## src/rtl/udma_tx_word_serializer.sv

```systemverilog
// udma_tx_word_serializer: splits FIFO words into little-endian bytes, remaps sof/eof to bytes, counts frame bytes
module udma_tx_word_serializer #(
  parameter int DATA_WIDTH = 32,
  parameter int CNT_WIDTH  = 16
) (
  input  logic                  clk_i,
  input  logic                  rstn_i,
  input  logic                  clr_i,
  input  logic [1:0]            cfg_datasize_i,
  input  logic [DATA_WIDTH-1:0] data_i,
  input  logic                  sof_i,
  input  logic                  eof_i,
  input  logic                  valid_i,
  output logic                  ready_o,
  output logic [7:0]            data_o,
  output logic                  sof_o,
  output logic                  eof_o,
  output logic                  valid_o,
  input  logic                  ready_i,
  output logic [CNT_WIDTH-1:0]  frame_cnt_o,
  output logic                  busy_o
);
  localparam logic [0:0] EMPTY = 1'b0;
  localparam logic [0:0] SHIFT = 1'b1;
  localparam logic [CNT_WIDTH-1:0] CNT_ONE = CNT_WIDTH'(1);
  logic [DATA_WIDTH-1:0] r_word;
  logic                  r_sof, r_eof, r_cnt_clr;
  logic [0:0]            r_full;
  logic [2:0]            r_nbytes;
  logic [1:0]            r_idx;
  logic [CNT_WIDTH-1:0]  r_cnt, cnt_base;
  logic                  last, hs_in, hs_out;
  assign last        = {1'b0, r_idx} == r_nbytes - 3'd1;
  assign valid_o     = r_full == SHIFT;
  assign data_o      = valid_o ? r_word[{r_idx, 3'b000} +: 8] : 8'h00;
  assign sof_o       = valid_o & r_sof & (r_idx == 2'd0);
  assign eof_o       = valid_o & r_eof & last;
  assign hs_out      = valid_o & ready_i & ~clr_i;
  // ready_i feeds ready_o combinationally so the next word loads as the last byte leaves
  assign ready_o     = ~clr_i & (~valid_o | (ready_i & last));
  assign hs_in       = valid_i & ready_o;
  assign busy_o      = valid_o;
  assign frame_cnt_o = r_cnt;
  // a count that ended a frame is shown for one cycle, then treated as zero
  assign cnt_base    = r_cnt_clr ? '0 : r_cnt;
  always_ff @(posedge clk_i or negedge rstn_i) begin
    if (!rstn_i) begin
      r_word    <= '0;
      r_sof     <= 1'b0;
      r_eof     <= 1'b0;
      r_nbytes  <= 3'd1;
      r_idx     <= 2'd0;
      r_full    <= EMPTY;
      r_cnt     <= '0;
      r_cnt_clr <= 1'b0;
    end else if (clr_i) begin
      r_full    <= EMPTY;
      r_idx     <= 2'd0;
      r_cnt     <= '0;
      r_cnt_clr <= 1'b0;
    end else begin
      if (hs_in) begin
        r_word   <= data_i;
        r_sof    <= sof_i;
        r_eof    <= eof_i;
        r_nbytes <= cfg_datasize_i == 2'd0 ? 3'd1 : cfg_datasize_i == 2'd1 ? 3'd2 : 3'd4;
        r_idx    <= 2'd0;
        r_full   <= SHIFT;
      end else if (hs_out) begin
        if (last) r_full <= EMPTY;
        else r_idx <= r_idx + 2'd1;
      end
      r_cnt     <= hs_out ? (sof_o ? CNT_ONE : (&cnt_base ? cnt_base : cnt_base + CNT_ONE)) : cnt_base;
      r_cnt_clr <= hs_out & eof_o;
    end
  end
endmodule

```

## config.mk

```make
export PLATFORM = sky130hd
export DESIGN_NAME = udma_tx_word_serializer
export DESIGN_NICKNAME = d
export VERILOG_FILES = /design/src/rtl/udma_tx_word_serializer.sv
export SDC_FILE = /design/constraint.sdc
export NUM_CORES = 1
export LEC_CHECK = 0
export BUFFER_PORTS_ARGS = -buffer_cell sky130_fd_sc_hd__buf_2
export CORE_UTILIZATION = 40
export CTS_CLUSTER_DIAMETER = 150
export DETAILED_ROUTE_END_ITERATION = 10
export PLACE_DENSITY = 0.65
export SYNTH_ARGS = -nofsm -noshare
export SYNTH_HDL_FRONTEND = slang
export SYNTH_SLANG_ARGS = --single-unit
```

## constraint.sdc

```tcl
create_clock -name clk_i -period 2.2 [get_ports clk_i]
set_input_delay 0.22 -clock clk_i [delete_from_list [all_inputs] [get_ports clk_i]]
set_output_delay 0.22 -clock clk_i [all_outputs]
set_load 0.02 [all_outputs]
```

# Yosys cells after proc, flatten, opt, wreduce, memory -nomap -nowiden
# Index checks and enable logic that the tools add are counted.
[op_classes] n_addsub=3 multipliers=0 div_mod_pow=0 order_cmp=0 n_eq_ne=3 n_shift=1 n_mux=17 bitwise=13 n_reduce_logical=8
[op_table] cell="2-to-1 mux 16 bit" n=5
[op_table] cell="indexed part select 32 x 6 -> 8 bit" n=1
[op_table] cell="adder 16 x 1 -> 16 bit, second input constant" n=1
[op_table] cell="AND reduction 16 bit" n=1
[op_table] cell="bitwise AND 1 bit" n=10
[op_table] cell="2-to-1 mux 2 bit" n=4
[op_table] cell="2-to-1 mux 8 bit" n=1
[op_table] cell="2-to-1 mux 3 bit" n=2
[op_table] cell="AND reduction 2 bit" n=3
[op_table] cell="nonzero test 3 bit" n=2
[op_table] cell="2-to-1 mux 1 bit" n=5
[op_table] cell="logical NOT 2 bit" n=2
[op_table] cell="equality test 2 x 3 -> 1 bit" n=1
[op_table] cell="!= test 3 x 2 -> 1 bit, second input constant" n=1
[op_table] cell="subtractor 3 x 1 -> 3 bit, second input constant" n=1
[op_table] cell="adder 2 x 1 -> 2 bit, second input constant" n=1
[op_table] cell="equality test 2 x 1 -> 1 bit, second input constant" n=1
[op_table] cell="NOT 1 bit" n=2
[op_table] cell="bitwise OR 1 bit" n=1
[totals] ff_bits=57 latchBits=0 mem_bits_rw=0 mem_bits_ro=0 input_bits=41 elab_cells=53 memories=0

# Longest topological paths before layout
# Gate-level depths: netlist of the first run.
[depth] ltp_word=8 depth_mapped=9 depth_no_buf=7

# Worst setup path after synthesis of the first run
# Ideal clock, no wire load.
[synth_timing] kind="register to register" start="register r_nbytes[0]" end="register r_word[24]" setup_time_ns=0.125 arrival_time_ns=2.471 t_required_ns=2.075 slack_ns=-0.396 path_stages_with_launch=10 path_cell_list="dfstp_2 > inv_1 > ha_1 > xor2_1 > a41oi_1 > nor2_1 > and2_1 > buf_2 > buf_2 > mux2_2"
[synth_between] elab_chain_cells=7
[synth_rtl] item="start: declaration" line_no="29" source="logic [2:0] r_nbytes;"
[synth_rtl] item="start signal: assignment" line_no="66" source="r_nbytes <= cfg_datasize_i == 2'd0 ? 3'd1 : cfg_datasize_i == 2'd1 ? 3'd2 : 3'd4;"
[synth_rtl] item="subtractor 3 x 1 -> 3 bit" line_no="33" source="assign last = {1'b0, r_idx} == r_nbytes - 3'd1;"
[synth_rtl] item="equality test 2 x 3 -> 1 bit" line_no="33"
[synth_rtl] item="bitwise AND 1 bit" line_no="40" source="assign ready_o = ~clr_i & (~valid_o | (ready_i & last));"
[synth_rtl] item="bitwise OR 1 bit" line_no="40"
[synth_rtl] item="bitwise AND 1 bit" line_no="40"
[synth_rtl] item="net ready_o" line_no="14" source="output logic ready_o,"
[synth_rtl] item="bitwise AND 1 bit" line_no="41" source="assign hs_in = valid_i & ready_o;"
[synth_rtl] item="AND reduction 2 bit (no source line)"
[synth_rtl] item="end signal: assignment" line_no="63" source="r_word <= data_i;"
[synth_rtl] item="end: declaration" line_no="26" source="logic [DATA_WIDTH-1:0] r_word;"
# The timed path passes the listed nets, and every way through them passes these cells.
# A chain may end at the register's enable or synchronous reset.

# Worst setup path in the final report of the first run
[layout_timing] start="register r_nbytes[0]" end="register r_word[29]"
[layout_between] elab_chain_cells=7
[layout_rtl] item="subtractor 3 x 1 -> 3 bit" line_no="33"
[layout_rtl] item="equality test 2 x 3 -> 1 bit" line_no="33"
[layout_rtl] item="bitwise AND 1 bit" line_no="40"
[layout_rtl] item="bitwise OR 1 bit" line_no="40"
[layout_rtl] item="bitwise AND 1 bit" line_no="40"
[layout_rtl] item="bitwise AND 1 bit" line_no="41"
[layout_rtl] item="AND reduction 2 bit (no source line)"
# Every way passes these cells.

==> metrics.csv, run 1 <==
stage;metric;value;unit
outcome;status;finished, violations left;
outcome;failing checks;negative setup slack;
global_route;GRT Overall Usage;17.83;%
place;dpl cell area;0.003440;sq mm
clocking;clk buf depth;2;
logic_synthesis;area leader, netlist;dfrtp_1;
logic_synthesis;Post-Syn Area;0.002851;sq mm
critical_path;Worst Setup End Kind;flip-flop;
logic_synthesis;Synth Flop Type;dfrtp_1;
detailed_routing;DR WL/cell;15.99;microns
logic_synthesis;syn nets;275;
floorplan;Initial Utilization;41.74;%
clocking;Clock Latency Late Sink;0.35;ns
clocking;htree depth;3;
power_and_ir_drop;internal power;2.216;mW
global_route;global-route wire length before repair;9908;microns
critical_path;CP arrival;2.44;ns
clocking;Clock transition at path regs;0.07;ns
floorplan;die area;0.007470;sq mm
logic_synthesis;Synth async-reset ratio;100.0;%
sta;Final period util;100.6;%
critical_path;Worst Path Max Fanout;6;
critical_path;Data required, critical path;2.42;ns
worst_hold_path;worst hold path type;in2async;
global_route;largest net degree at the start of global routing;58;
layout;share of layout cells above drive strength 1;52.42;%
logic_synthesis;FF+latch count, synth;57;
layout;final core occ;58.41;%
sta;fmax;451.6;MHz
power_and_ir_drop;PD cells;735.2;mW/mm^2
sta;minimum clock period;2.214;ns
clocking;CTS tree;yes;
sta;PnR worst setup slack;-0.01413;ns
critical_path;CP Class;reg2reg;
place;IO Port Bufs;69;
power_and_ir_drop;Leak Pwr;1.869;nW
clocking;root buf cell;clkbuf_8;
detailed_routing;number of DRC markers in iteration 0;60;
layout;fillcell total;556;
layout;final std cells w/o fill;426;
sta;Fin Setup TNS;-0.07492;ns
floorplan;I/O Pins;70;
global_route;global route total overflow;0;
detailed_routing;final WL;6812;microns
floorplan;core area;0.006832;sq mm
sta;unrepaired setup endpoints after global routing;yes;
layout;Inserted Diodes;0;
logic_synthesis;YS warnings;0;
power_and_ir_drop;Sw Share;24.48;%
floorplan;die height;86.43;microns
floorplan;die width;86.43;microns
floorplan;row cnt;30;
layout;area delta synth->final;39.93;%
clocking;TritonCTS sink count;57;
power_and_ir_drop;clock network power share;36.7;%
clocking;CTS Buf Count;9;
power_and_ir_drop;Peak VDD IR;465.3;uV
place;Detail Placement HPWL;4218;microns
global_route;initial antenna violation count;0;
detailed_routing;1st-pass router iterations;4;
detailed_routing;vias per cell;5.045;
critical_path;Worst Setup Start Kind;flip-flop;
power_and_ir_drop;Switching Power;0.7181;mW
critical_path;Setup crit start;r_nbytes[0];
global_route;vias in the first global route;2066;
detailed_routing;vias post-DR;2149;
logic_synthesis;number of synthesized flops with an enable pin;0;
detailed_routing;# DRC;0;
sta;Max Transition Viols Final;0;
logic_synthesis;most area-consuming cells after synthesis;dfrtp_1 49%, mux2_2 14%, mux4_2 6.3%;
power_and_ir_drop;sequential cell fraction of total power;43.5;%
job;max-cap violations;0;
place;dpl ws;0.01212;ns
clocking;hold-fix buffer count after cts;0;
logic_synthesis;Synth Area per Inst;12.34;sq um
layout;Layout Nets;370;
logic_synthesis;Mapped Cells;231;
detailed_routing;Final ANT Viol Nets;0;
critical_path;Critical R2R Launch;r_nbytes[0];
layout;post-route cell area;0.003990;sq mm
place;DP Cell Count;398;
logic_synthesis;Yosys cell types;40;
place;GP Congestion;0.7859;
sta;final setup vio count;11;
logic_synthesis;register area share after synthesis;50.07;%
sta;Worst slew margin;50.93;%
sta;Hold Fails Final Rpt;0;
logic_synthesis;post-synth top area share;49.14;%
sta;Slew @ Worst Pin;0.7360;ns
power_and_ir_drop;Gate power share;19.9;%
sta;clock skew;0.01331;ns
cell usage after synthesis, types with 2 or more instances:
cell type / instances
xnor2_1: 12
or2_2: 2
dfrtp_1: 56
inv_1: 8
nand4b_1: 2
clkbuf_1: 4
and2_1: 9
mux2_2: 36
nor2b_1: 4
mux4_2: 8
ha_1: 3
nor2_1: 24
nor3_1: 6
xor2_1: 2
a31oi_1: 2
a21oi_1: 5
nand3_1: 4
buf_2: 5
nand4_1: 2
nand2b_1: 3
and3_1: 4
nand2_1: 5
a211oi_1: 4
mux2i_1: 4
a2111oi_2: 2
stage by stage:
stage	total power [mW]	hold WS, ns
after floorplan	1.590	-0.07559
after global placement	1.731	0.4141
after detailed placement	1.748	0.4113
after CTS	2.827	0.04601
after global routing	3.060	0.07380
final	2.934	0.02218
power groups by stage:
| stage | Clock [mW] | Combinational [mW] | Sequential [mW] |
|---|---|---|---|
| after global routing | 1.14 | 0.627 | 1.30 |
| after CTS | 1.09 | 0.466 | 1.27 |
| after floorplan | 0 | 0.327 | 1.26 |
| final | 1.08 | 0.582 | 1.28 |
| after global placement | 0 | 0.450 | 1.28 |
| after detailed placement | 0 | 0.463 | 1.29 |
layout make-up:
| type | instances | area (sq um) | share of cell area (%) |
|---|---|---|---|
| Multi-Input combinational cell | 156 | 1549 | 38.82 |
| Clock buffer | 12 | 145.1 | 3.637 |
| Inverter | 8 | 30.03 | 0.7526 |
| Tap cell | 96 | 120.1 | 3.010 |
| Clock inverter | 3 | 65.06 | 1.631 |
| Timing Repair Buffer | 94 | 653.1 | 16.37 |
| Sequential cell | 57 | 1428 | 35.78 |
final timing paths:
path,to,slack (ns),cells after the start
setup / recovery,r_word[29],-0.01,9
hold reg to reg,r_word[8],0.51,1
min in group clk_i,r_word[8],0.10,2
setup reg to reg,r_word[29],-0.01,9
max in group asynchronous,r_eof,1.69,2
hold / removal,r_cnt_clr,0.02,2
metal layers:
layer,wire length (microns),share of wire [%],global-route usage (%),up-vias
li1,-,-,-,1013
met5,0,0,0,-
met4,98,1.4,6.818,0
met3,348,5.1,6.000,12
met2,3501,51,28.50,65
met1,2863,42,22.45,1059
cell families (layout without fill, tap and decap cells):
| kind of cell | after synthesis | count (layout) | synth area share [%] |
|---|---|---|---|
| flip-flops | 57 | 57 | 50.07 |
| AO/OA/AOI/OAI | 19 | 19 | 5.353 |
| buffers and inverters | 18 | 117 | 2.720 |
| multiplexers | 48 | 48 | 21.94 |
| AND/OR/NAND/NOR | 72 | 72 | 14.30 |
| XOR/XNOR | 14 | 14 | 4.300 |
| adder cells (fa/ha/maj) | 3 | 3 | 1.317 |
cell usage in the layout (no fill, tap or decap), types with 2 or more instances in the layout:
cell,synthesis,routed
dfrtp_1,56,56
nor2b_1,4,2
mux4_2,8,8
a31oi_1,2,2
nor2_1,24,23
and2_1,9,8
buf_6,0,4
clkbuf_16,0,4
clkbuf_8,0,10
nor3_1,6,4
clkbuf_1,4,2
nand2b_1,3,3
bufinv_16,0,2
and3_1,4,4
a2111oi_4,0,2
inv_1,8,7
xnor2_1,12,12
nand2_1,5,5
or2_2,2,2
nand4_1,2,2
nand4b_1,2,2
mux2i_1,4,4
buf_12,0,2
buf_4,1,15
a211oi_1,4,4
buf_2,5,68
nand3_1,4,4
mux2_4,0,30
mux2_2,36,6
nor2b_2,0,2
nor3_2,0,2
a21oi_1,5,4
registers in the layout, summed over array words and instances, names as in the netlist:
register / flops
r_word: 32
frame_cnt_o: 16
r_nbytes: 3
r_idx: 2
busy_o: 1
r_cnt_clr: 1
r_eof: 1
r_sof: 1
worst max-delay path, cell delays in order (launching register included):
cell and delay (ns):
dfstp_2 0.55, inv_2 0.05, ha_4 0.26, xor2_2 0.16, a41oi_2 0.17, nor2_4 0.11, and2_4 0.21, clkbuf_16 0.17
buf_8 0.11, mux2_4 0.29
what timing repair did:
item,CTS,global route
buffers inserted,1,7
endpoints found under the setup margin,5,43
pin swaps,1,4
gates resized for setup,1,39
gates cloned,0,5
Power figures use the tool's default switching activity.
==> run 2: changes to the inputs <==
Settings changed: CELL_PAD_IN_SITES_DETAIL_PLACEMENT set to 0, CELL_PAD_IN_SITES_GLOBAL_PLACEMENT set to 1, CORE_UTILIZATION 40 to 38, PLACE_DENSITY 0.65 to unset, PLACE_DENSITY_LB_ADDON set to 0.1.
==> metrics.csv, run 2 (synthesis results as in run 1) <==
stage;metric;value;unit
outcome;status;finished clean;
detailed_routing;vias post-DR;2147;
critical_path;Worst Path Max Fanout;10;
critical_path;Data required, critical path;2.42;ns
global_route;initial antenna violation count;0;
sta;minimum clock period;2.172;ns
sta;Worst slew margin;58.05;%
worst_hold_path;worst hold path type;in2reg;
place;GP Congestion;0.7624;
sta;Max Transition Viols Final;0;
detailed_routing;number of DRC markers in iteration 0;43;
power_and_ir_drop;PD cells;689.0;mW/mm^2
sta;unrepaired setup endpoints after global routing;yes;
clocking;TritonCTS sink count;57;
sta;PnR worst setup slack;0.02842;ns
layout;share of layout cells above drive strength 1;52.69;%
critical_path;Worst Setup End Kind;flip-flop;
layout;max FFs per register;32;
detailed_routing;# DRC;0;
floorplan;core area;0.007253;sq mm
layout;Layout Nets;373;
global_route;GRT Overall Usage;17.78;%
global_route;global route total overflow;0;
sta;Hold Fails Final Rpt;0;
layout;Multi-input gate area;0.001500;sq mm
place;IO Port Bufs;69;
global_route;vias in the first global route;2090;
layout;fillcell total;664;
global_route;global-route wire length before repair;10220;microns
detailed_routing;1st-pass router iterations;4;
power_and_ir_drop;Leak Pwr;1.809;nW
critical_path;crit path capture;r_word[6];
floorplan;die height;88.63;microns
clocking;CTS tree;yes;
layout;area delta synth->final;35.23;%
floorplan;die width;88.63;microns
floorplan;I/O Pins;70;
clocking;CTS Buf Count;9;
layout;Largest Register;r_word;
place;Detail Placement HPWL;4625;microns
sta;fmax;460.5;MHz
detailed_routing;Final ANT Viol Nets;0;
detailed_routing;final WL;6562;microns
clocking;Clock Latency Late Sink;0.34;ns
sta;Slew @ Worst Pin;0.6270;ns
layout;Inserted Diodes;0;
global_route;largest net degree at the start of global routing;23;
job;max-cap violations;0;
floorplan;Initial Utilization;39.31;%
place;dpl cell area;0.003491;sq mm
worst_hold_path;Cells on Worst Hold Path;2;
power_and_ir_drop;Peak VDD IR;343.1;uV
detailed_routing;vias per cell;4.958;
clocking;clk buf depth;2;
sta;Final period util;98.71;%
place;dpl ws;0.01088;ns
clocking;Clock transition at path regs;0.07;ns
clocking;root buf cell;clkbuf_8;
layout;register area;0.001430;sq mm
floorplan;row cnt;31;
critical_path;reg-to-reg slack, setup;0.03;ns
detailed_routing;DR WL/cell;15.15;microns
sta;clock skew;0.01283;ns
critical_path;r2r endpoint;r_word[6];
critical_path;CP Class;reg2reg;
critical_path;Critical R2R Launch;r_nbytes[0];
critical_path;CP arrival;2.39;ns
floorplan;die area;0.007854;sq mm
clocking;htree depth;3;
critical_path;Worst Setup Start Kind;flip-flop;
critical_path;Setup crit start;r_nbytes[0];
layout;commonest non-fill, non-tap cell in the layout;buf_2;
layout;post-route cell area;0.003856;sq mm
sta;final setup vio count;0;
critical_path;depth of the most critical reg-to-reg path;8;
layout;most frequent cells in the layout;68 x buf_2, 54 x dfrtp_1, 24 x mux2_4;
run 2: final cells by class:
| cell class | count | share of cell area (%) |
|---|---|---|
| multi-input combinational | 156 | 38.90 |
| sequential | 57 | 37.09 |
| timing repair buffer | 97 | 15.80 |
| clock buffer | 10 | 3.310 |
| tap | 99 | 3.212 |
| clock inverter | 6 | 0.9085 |
| inverter | 8 | 0.7787 |
run 2: how the worst min path moves through the flow:
stage                     startpoint     endpoint  slack, ns
final                     data_i[22]   r_word[22]       0.12
after global routing      data_i[16]   r_word[16]       0.11
after CTS                 data_i[12]   r_word[12]       0.11
after detailed placement      rstn_i  r_nbytes[1]       0.21
after global placement        rstn_i  r_nbytes[1]       0.21
after floorplan               rstn_i       busy_o      -0.08
run 2: critical path, stage by stage, from the launching register on:
cell and delay, ns:
dfstp_2 0.54, inv_2 0.04, ha_4 0.26, xor2_2 0.16, a41oi_2 0.18, nor2_4 0.14, and2_4 0.24, buf_12 0.16
mux2_2 0.33
run 2: power by group:
part	switching, mW	internal, mW
Combinational	0.213	0.339
Clock	0.433	0.400
Sequential	0.0798	1.19
run 2: what timing repair did:
| item | in CTS | in global routing |
|---|---|---|
| gates resized for setup | 1 | 28 |
| hold buffers | 1 | 0 |
| pin swaps | 1 | 3 |
| hold endpoints to repair | 16 | 0 |
| setup endpoints to repair | 16 | 45 |
| setup buffers | 2 | 3 |
| gates cloned | 0 | 2 |
run 2: routing by layer:
metal | share of wire [%] | GRT usage [%]
met2 | 47 | 27.69
met4 | 0.58 | 7.478
met5 | 0 | 0
met3 | 3.9 | 3.265
met1 | 48 | 24.45
run 2: stage by stage:
step                TNS [ns]  instances  power [mW]  hold WS [ns]  utilization, %
CTS                        0        428       2.596        0.1085           50.75
global route         -0.3322        433       2.788        0.1075           53.17
detailed placement         0        409       1.758        0.2108           48.13
finish                     0        433       2.657        0.1167           53.17
global placement           0        409       1.744        0.2087           48.13
floorplan            -0.4894        231       1.590      -0.07559               -
